<file path="src/rtl/alarm_pkg.sv">
// Shared types and constants for the alarm controller.
package alarm_pkg;

    typedef enum logic [1:0] {
        IDLE    = 2'd0,
        RINGING = 2'd1,
        SNOOZE  = 2'd2
    } state_t;

    localparam int unsigned MIN_TENS_MAX = 5;
    localparam int unsigned HOUR_MAX     = 23;
    localparam int unsigned MIN_MAX      = MIN_TENS_MAX * 10 + 9;

    typedef struct packed {
        logic [3:0] hour_tens;
        logic [3:0] hour_ones;
        logic [3:0] min_tens;
        logic [3:0] min_ones;
    } bcd_time_t;

    // Two-digit BCD increment that wraps to 00 after max.
    function automatic logic [7:0] bcd2_inc(input logic [7:0] v, input int unsigned max);
        int unsigned val;
        val = 32'(v[7:4]) * 10 + 32'(v[3:0]);
        if (val >= max) begin
            return 8'h00;
        end else if (v[3:0] == 4'd9) begin
            return {v[7:4] + 4'd1, 4'd0};
        end else begin
            return {v[7:4], v[3:0] + 4'd1};
        end
    endfunction

endpackage

</file>
<file path="src/rtl/alarm_time_set.sv">
// BCD alarm hour/minute registers; increments are accepted only in set mode.
module alarm_time_set
    import alarm_pkg::*;
(
    input  logic      clk,
    input  logic      rst,
    input  logic      set_mode,
    input  logic      inc_hour,
    input  logic      inc_min,
    output bcd_time_t alarm_time
);

    bcd_time_t time_q, time_d;

    // Apply minute and hour increments independently; minutes never carry.
    always_comb begin
        time_d = time_q;
        if (set_mode) begin
            if (inc_min) begin
                {time_d.min_tens, time_d.min_ones} = bcd2_inc({time_q.min_tens, time_q.min_ones}, MIN_MAX);
            end
            if (inc_hour) begin
                {time_d.hour_tens, time_d.hour_ones} = bcd2_inc({time_q.hour_tens, time_q.hour_ones}, HOUR_MAX);
            end
        end
    end

    // Alarm time register.
    always_ff @(posedge clk) begin
        if (rst) begin
            time_q <= '0;
        end else begin
            time_q <= time_d;
        end
    end

    assign alarm_time = time_q;

endmodule

</file>
<file path="src/rtl/alarm_ctrl.sv">
// Alarm controller: ring/snooze/stop FSM, ring and snooze timers, buzzer tone.
// Optional macro ALARM_SNOOZE_LIMIT_EN caps the number of snoozes per alarm at MAX_SNOOZE.
module alarm_ctrl
    import alarm_pkg::*;
#(
    parameter int unsigned RING_SECONDS = 60,
    parameter int unsigned SNOOZE_MIN   = 5,
    parameter int unsigned BUZZ_DIV     = 1000
`ifdef ALARM_SNOOZE_LIMIT_EN
    ,
    parameter int unsigned MAX_SNOOZE   = 3
`endif
) (
    input  logic       clk,
    input  logic       rst,
    input  logic       one_HZ,
    input  logic [3:0] hour_ten,
    input  logic [3:0] hour_one,
    input  logic [3:0] minute_ten,
    input  logic [3:0] minute_one,
    input  logic [3:0] second_ten,
    input  logic [3:0] second_one,
    input  logic       alarm_en,
    input  logic       set_mode,
    input  logic       inc_hour,
    input  logic       inc_min,
    input  logic       snooze,
    input  logic       stop,
    output logic [3:0] alarm_hour_tens,
    output logic [3:0] alarm_hour_ones,
    output logic [3:0] alarm_minute_tens,
    output logic [3:0] alarm_minute_ones,
    output logic       ringing,
    output logic       snoozing,
    output logic       buzzer
);

    localparam int unsigned RING_W   = (RING_SECONDS > 1) ? $clog2(RING_SECONDS) : 1;
    localparam int unsigned SNZ_LOAD = SNOOZE_MIN * 60;
    localparam int unsigned SNZ_W    = $clog2(SNZ_LOAD + 1);
    localparam int unsigned DIV_W    = (BUZZ_DIV > 1) ? $clog2(BUZZ_DIV) : 1;

    bcd_time_t          alarm_time;
    state_t             state_q, state_d;
    logic [RING_W-1:0]  ring_cnt_q, ring_cnt_d;
    logic [SNZ_W-1:0]   snz_cnt_q, snz_cnt_d;
    logic [DIV_W-1:0]   div_q, div_d;
    logic               ringing_q, ringing_d;
    logic               snoozing_q, snoozing_d;
    logic               buzzer_q, buzzer_d;
    logic               match_c;
    logic               snooze_ok_c;

    alarm_time_set u_time_set (
        .clk        (clk),
        .rst        (rst),
        .set_mode   (set_mode),
        .inc_hour   (inc_hour),
        .inc_min    (inc_min),
        .alarm_time (alarm_time)
    );

    assign match_c = (alarm_time.hour_tens == hour_ten) && (alarm_time.hour_ones == hour_one)
                  && (alarm_time.min_tens == minute_ten) && (alarm_time.min_ones == minute_one)
                  && (second_ten == 4'd0) && (second_one == 4'd0)
                  && one_HZ && alarm_en && !set_mode;

`ifdef ALARM_SNOOZE_LIMIT_EN
    localparam int unsigned NUM_W = $clog2(MAX_SNOOZE + 1);
    logic [NUM_W-1:0] snz_num_q, snz_num_d;
    logic             snz_clr_c;

    assign snooze_ok_c = (snz_num_q != NUM_W'(MAX_SNOOZE));

    // Count accepted snoozes; a RINGING->IDLE exit not caused by stop/disable/set is the timeout.
    always_comb begin
        snz_clr_c = !alarm_en || stop || ((state_q == RINGING) && (state_d == IDLE) && !set_mode);
        snz_num_d = snz_num_q;
        if (snz_clr_c) begin
            snz_num_d = '0;
        end else if ((state_q == RINGING) && (state_d == SNOOZE)) begin
            snz_num_d = snz_num_q + NUM_W'(1);
        end
    end

    // Snooze count register.
    always_ff @(posedge clk) begin
        if (rst) begin
            snz_num_q <= '0;
        end else begin
            snz_num_q <= snz_num_d;
        end
    end
`else
    assign snooze_ok_c = 1'b1;
`endif

    // Next-state and timer logic; disable or edit mode overrides everything.
    always_comb begin
        state_d    = state_q;
        ring_cnt_d = ring_cnt_q;
        snz_cnt_d  = snz_cnt_q;
        if (!alarm_en || set_mode) begin
            state_d    = IDLE;
            ring_cnt_d = '0;
            snz_cnt_d  = '0;
        end else begin
            case (state_q)
                IDLE: begin
                    if (match_c) begin
                        state_d    = RINGING;
                        ring_cnt_d = '0;
                    end
                end
                RINGING: begin
                    if (stop) begin
                        state_d    = IDLE;
                        ring_cnt_d = '0;
                    end else if (snooze && snooze_ok_c) begin
                        state_d   = SNOOZE;
                        snz_cnt_d = SNZ_W'(SNZ_LOAD);
                    end else if (one_HZ) begin
                        if (ring_cnt_q == RING_W'(RING_SECONDS - 1)) begin
                            state_d    = IDLE;
                            ring_cnt_d = '0;
                        end else begin
                            ring_cnt_d = ring_cnt_q + RING_W'(1);
                        end
                    end
                end
                SNOOZE: begin
                    if (stop) begin
                        state_d   = IDLE;
                        snz_cnt_d = '0;
                    end else if (one_HZ) begin
                        snz_cnt_d = snz_cnt_q - SNZ_W'(1);
                        if (snz_cnt_q == SNZ_W'(1)) begin
                            state_d    = RINGING;
                            ring_cnt_d = '0;
                        end
                    end
                end
                default: begin
                    state_d = IDLE;
                end
            endcase
        end
    end

    // Registered state decodes and buzzer divider; divider idles at zero outside RINGING.
    always_comb begin
        ringing_d  = (state_d == RINGING);
        snoozing_d = (state_d == SNOOZE);
        div_d      = '0;
        buzzer_d   = 1'b0;
        if ((state_d == RINGING) && (state_q == RINGING)) begin
            if (div_q == DIV_W'(BUZZ_DIV - 1)) begin
                div_d    = '0;
                buzzer_d = ~buzzer_q;
            end else begin
                div_d    = div_q + DIV_W'(1);
                buzzer_d = buzzer_q;
            end
        end
    end

    // State, counter and output registers.
    always_ff @(posedge clk) begin
        if (rst) begin
            state_q    <= IDLE;
            ring_cnt_q <= '0;
            snz_cnt_q  <= '0;
            div_q      <= '0;
            ringing_q  <= 1'b0;
            snoozing_q <= 1'b0;
            buzzer_q   <= 1'b0;
        end else begin
            state_q    <= state_d;
            ring_cnt_q <= ring_cnt_d;
            snz_cnt_q  <= snz_cnt_d;
            div_q      <= div_d;
            ringing_q  <= ringing_d;
            snoozing_q <= snoozing_d;
            buzzer_q   <= buzzer_d;
        end
    end

    assign alarm_hour_tens   = alarm_time.hour_tens;
    assign alarm_hour_ones   = alarm_time.hour_ones;
    assign alarm_minute_tens = alarm_time.min_tens;
    assign alarm_minute_ones = alarm_time.min_ones;
    assign ringing           = ringing_q;
    assign snoozing          = snoozing_q;
    assign buzzer            = buzzer_q;

endmodule

</file>
<file path="config.mk">
export PLATFORM = sky130hd
export DESIGN_NAME = alarm_ctrl
export DESIGN_NICKNAME = d
export VERILOG_FILES = /design/src/rtl/alarm_pkg.sv /design/src/rtl/alarm_time_set.sv /design/src/rtl/alarm_ctrl.sv
export SDC_FILE = /design/constraint.sdc
export NUM_CORES = 1
export LEC_CHECK = 0
export ABC_AREA = 0
export CAP_MARGIN = 10
export CORE_MARGIN = 5
export CORE_UTILIZATION = 45
export CTS_CLUSTER_SIZE = 30
export DETAILED_ROUTE_END_ITERATION = 12
export PLACE_DENSITY = 0.72
export SLEW_MARGIN = 20
export SYNTH_ARGS = -nofsm -noshare
export SYNTH_HDL_FRONTEND = slang
export SYNTH_HIERARCHICAL = 1
export SYNTH_SLANG_ARGS = --single-unit
</file>
<file path="constraint.sdc">
create_clock -name clk -period 2.3 [get_ports clk]
set_input_delay 0.23 -clock clk [delete_from_list [all_inputs] [get_ports clk]]
set_output_delay 0.23 -clock clk [all_outputs]
set_load 0.01 [all_outputs]
</file>
==> results.cfg <==
[placement]
place.port_buffers = 51
globalplace.congestion = 0.8465
post_dp_hpwl_mm = 6.174
dpl_worst_slack_ps = -49.48

[yosys]
synth.area.top_cells = sky130_fd_sc_hd__dfxtp_1 (29%), sky130_fd_sc_hd__ha_1 (9.5%), sky130_fd_sc_hd__xnor2_1 (7.7%)
synth_enable_flop_cells = 0
seq_area_frac_synth = 0.2901
synthFlopType = sky130_fd_sc_hd__dfxtp_1
ys_ff_latch = 46
synthesis.yosys.warnings = 6
ys_async_sr_fraction = 0
netlist_area_um2 = 3174
synth.distinct_cells = 65
synthDominantAreaCellType = sky130_fd_sc_hd__dfxtp_1
mappedNetlistNets = 433
top_cell_type_s_share_of_synthesized_area = 0.2901
post_synth.cell_area_avg_um2 = 8.533
synth_cells = 372

[pwr]
switchingPower_mw = 0.3852
internal_power_mw = 1.132
power-per-cell-area_nw_per_um2 = 347.7
ir_worst_vdd_uv = 281.1
combinationalPowerShare = 0.150
leakage_nw = 1.609
switching_share = 0.2538
power.clock.fraction = 0.311
sequentialPowerShare = 0.539

[worst_setup_path]
critical_path_maximum_fanout = 5
worst_path_most_repeated_cell = sky130_fd_sc_hd__ha_4
max_stage_delay_ps = 360
cp_num_buf_inv = 1
reg2reg_from = u_time_set/alarm_time[15]
crit_slowest_cell = sky130_fd_sc_hd__dfxtp_4
worstPathRequired_ps = 2520
crit-reg2reg-capture = u_time_set/alarm_time[14]
crit_end_element = flop
r2r_setup_slack_ps = -60
cp_top_family = adder cells
critPathKind = flop to flop
crit_chain = ha_4 > ha_4 > fa_2 > and2_4 > o21a_1 > mux2_4 > a211oi_4 > buf_6 > nand2_1 > a31oi_1
reg2regPathDepth = 10
critPathArrivalTime_ps = 2580
category_of_the_worst_setup_path_launch_point = flop

[min_path]
holdCritPathClass = flop to flop
min_path_cells = 1
hold-path-endpoint = div_q[0]
worstHoldStart = div_q[0]

[cts]
cts.sinks = 46
clock_latency_ps = 300
htreeDepth = 2
clk_buf_depth = 2
cts-hold-fix-buffers = 0
tritoncts = done
worst_setup_hold_path_clk_slew_ps = 80
cts_inserted_buffers = 5
clk_root_buffer_cell = sky130_fd_sc_hd__clkbuf_8

[timing]
setup_ws_ps = -58.01
report.final.setup_viol = 8
grt_setup_unrepaired = true
max_slew_margin = 0.6435
maxClockFrequency_mhz = 424.1
period_minus_slack_ps = 2358
timing_hold_violations_final = 0
clock_skew_ps = 8.413
finalCritPeriodShare = 1.025
final_max_slew_viol_count = 0
worst-slew-pin-transition_ps = 534.7

[die]
rows = 30
io-pin-count = 52
floorplan.die.height_um = 93.99
initial_util = 0.4647
die_outline_area_um2 = 8834
die-width_um = 93.99
design.core.area_um2 = 6832

[detailed_routing]
wirelength_mm = 8.111
first_iter_violations = 88
drc = 0
firstDrtPassIters = 4
post_drt_wl_per_cell_um = 14.59
route.antenna.remaining_nets = 0
routed-via-count = 3040
drt-vias-per-instance = 5.468

[global_routing]
gr-usage-all-layers = 0.1905
grt_antenna_before_repair = 0
grt_pass1_vias = 2955
wire_length_of_the_first_global_routing_pass_mm = 13.63
grt_max_degree = 19
grt.overflow.total = 0

[finish]
final_layout_size_suffix_gt1_frac = 0.2217
utilization = 0.6388
final_nets = 521
flow.area_growth_from_synthesis_pct = 37.49
n_antenna_cell = 0

[run_status]
failed_checks = setup timing
status = complete, but fails checks

[job]
maximum_capacitance_violations = 0
timing repair:
action,CTS,global route
resized for setup,10,23
gates cloned,0,1
setup buffers,1,4
endpoints found under the setup margin,12,19
pin swaps,10,13
state kept, by name (all words and copies together) (netlist names):
name / flops
ring_cnt_q: 6
ringing: 1
snz_cnt_q: 9
div_q: 10
state_q: 2
snoozing: 1
buzzer: 1
u_time_set/alarm_time: 16
routing by layer:
metal / vias to the layer above / global-route usage / routed length (µm)
met5: - / 0 / 0
met4: 0 / 0.06378 / 167
met3: 15 / 0.05288 / 576
met2: 92 / 0.3247 / 3839
met1: 1406 / 0.2297 / 3527
li1: 1527 / - / -
cells in the mapped netlist (2+ instances only):
cell type,instances
sky130_fd_sc_hd__a21oi_1,15
sky130_fd_sc_hd__or2_1,3
sky130_fd_sc_hd__clkbuf_1,7
sky130_fd_sc_hd__and2_1,4
sky130_fd_sc_hd__nor3_1,10
sky130_fd_sc_hd__o22ai_1,3
sky130_fd_sc_hd__o21ai_0,7
sky130_fd_sc_hd__o21ai_1,9
sky130_fd_sc_hd__o21bai_1,2
sky130_fd_sc_hd__nand2b_1,3
sky130_fd_sc_hd__o31ai_1,4
sky130_fd_sc_hd__and3_1,5
sky130_fd_sc_hd__nor2_1,46
sky130_fd_sc_hd__nor2b_1,6
sky130_fd_sc_hd__o2111ai_1,2
sky130_fd_sc_hd__nand3b_1,5
sky130_fd_sc_hd__nand2_1,28
sky130_fd_sc_hd__a2111oi_2,2
sky130_fd_sc_hd__nor4bb_1,2
sky130_fd_sc_hd__dfxtp_1,46
sky130_fd_sc_hd__nand4_1,11
sky130_fd_sc_hd__xor2_1,7
sky130_fd_sc_hd__nor4b_1,2
sky130_fd_sc_hd__o21a_1,2
sky130_fd_sc_hd__nor4_1,9
sky130_fd_sc_hd__fa_1,4
sky130_fd_sc_hd__a21oi_2,2
sky130_fd_sc_hd__nand3_1,19
sky130_fd_sc_hd__a21o_1,3
sky130_fd_sc_hd__o311ai_1,2
sky130_fd_sc_hd__o21bai_2,2
sky130_fd_sc_hd__a211oi_1,2
sky130_fd_sc_hd__a22oi_1,4
sky130_fd_sc_hd__inv_1,12
sky130_fd_sc_hd__xnor2_1,28
sky130_fd_sc_hd__o211ai_1,2
sky130_fd_sc_hd__ha_1,24
layout by cell type, fill, tap and decap left out, types with 3 or more instances in the layout:
cell                              netlist  final
sky130_fd_sc_hd__a21o_1                 3      3
sky130_fd_sc_hd__a21oi_1               15     13
sky130_fd_sc_hd__a21oi_2                2      3
sky130_fd_sc_hd__a22oi_2                1      3
sky130_fd_sc_hd__and2_1                 4      4
sky130_fd_sc_hd__and3_1                 5      5
sky130_fd_sc_hd__buf_4                  0     34
sky130_fd_sc_hd__buf_6                  0      3
sky130_fd_sc_hd__clkbuf_8               0      5
sky130_fd_sc_hd__clkdlybuf4s50_1        0     51
sky130_fd_sc_hd__dfxtp_1               46     37
sky130_fd_sc_hd__dfxtp_2                0      6
sky130_fd_sc_hd__dfxtp_4                0      3
sky130_fd_sc_hd__fa_2                   0      3
sky130_fd_sc_hd__ha_1                  24     17
sky130_fd_sc_hd__ha_4                   0      6
sky130_fd_sc_hd__inv_1                 12     11
sky130_fd_sc_hd__nand2_1               28     28
sky130_fd_sc_hd__nand2b_1               3      3
sky130_fd_sc_hd__nand3_1               19     18
sky130_fd_sc_hd__nand3b_1               5      5
sky130_fd_sc_hd__nand4_1               11     11
sky130_fd_sc_hd__nor2_1                46     46
sky130_fd_sc_hd__nor2b_1                6      6
sky130_fd_sc_hd__nor3_1                10     10
sky130_fd_sc_hd__nor4_1                 9      8
sky130_fd_sc_hd__o21ai_0                7      7
sky130_fd_sc_hd__o21ai_1                9      8
sky130_fd_sc_hd__o22ai_1                3      3
sky130_fd_sc_hd__or2_1                  3      3
sky130_fd_sc_hd__xnor2_1               28     27
sky130_fd_sc_hd__xor2_1                 7      7
power groups by stage:
stage / logic [mW] / registers [mW] / clock network [mW]
after floorplan: 0.0883 / 0.842 / 0
after global placement: 0.214 / 0.836 / 0
after detailed placement: 0.217 / 0.837 / 0
after CTS: 0.220 / 0.818 / 0.488
after global routing: 0.247 / 0.821 / 0.523
final: 0.227 / 0.818 / 0.472
worst max-delay path by stage:
stage | slack, ps | startpoint | cells after the start | endpoint
final | -60 | u_time_set/alarm_time[15] | 10 | u_time_set/alarm_time[14]
after global routing | -140 | u_time_set/alarm_time[4] | 8 | u_time_set/alarm_time[4]
after CTS | -40 | u_time_set/alarm_time[15] | 10 | u_time_set/alarm_time[10]
after detailed placement | -50 | u_time_set/alarm_time[4] | 8 | u_time_set/alarm_time[5]
after global placement | 2 | u_time_set/alarm_time[15] | 10 | u_time_set/alarm_time[10]
after floorplan | -20 | u_time_set/alarm_time[13] | 9 | u_time_set/alarm_time[10]
kinds of logic (layout without fill, tap and decap cells):
kind of cell | after synthesis | after routing | share of synthesized area
simple gates | 165 | 165 | 0.2751
buf+inv | 21 | 109 | 0.02602
flops | 46 | 46 | 0.2901
compound gates | 75 | 75 | 0.1845
xor+xnor | 35 | 35 | 0.09657
fa+ha+maj | 28 | 28 | 0.1198
mux | 2 | 2 | 0.007882
final cells by class:
class | count | area, µm²
Inverter | 13 | 48.80
Multi-Input combinational cell | 305 | 2372
Sequential cell | 46 | 939.7
Fill cell | 579 | 2467
Timing Repair Buffer | 89 | 804.5
Clock buffer | 5 | 68.82
Tap cell | 96 | 120.1
Clock inverter | 2 | 10.01
stage by stage:
stage	area, µm²	power [mW]	setup TNS (ps)	cells	hold WS [ps]
finish	4364	1.518	-202.0	556	449.1
global route	4364	1.591	-1454	556	488.7
CTS	4194	1.525	-77.87	551	446.4
detailed placement	4054	1.054	-318.8	543	434.6
global placement	4054	1.049	0	543	430.7
floorplan	3217	0.9307	-25.83	372	413.2
Note: power is estimated with default switching activity, not from simulation.
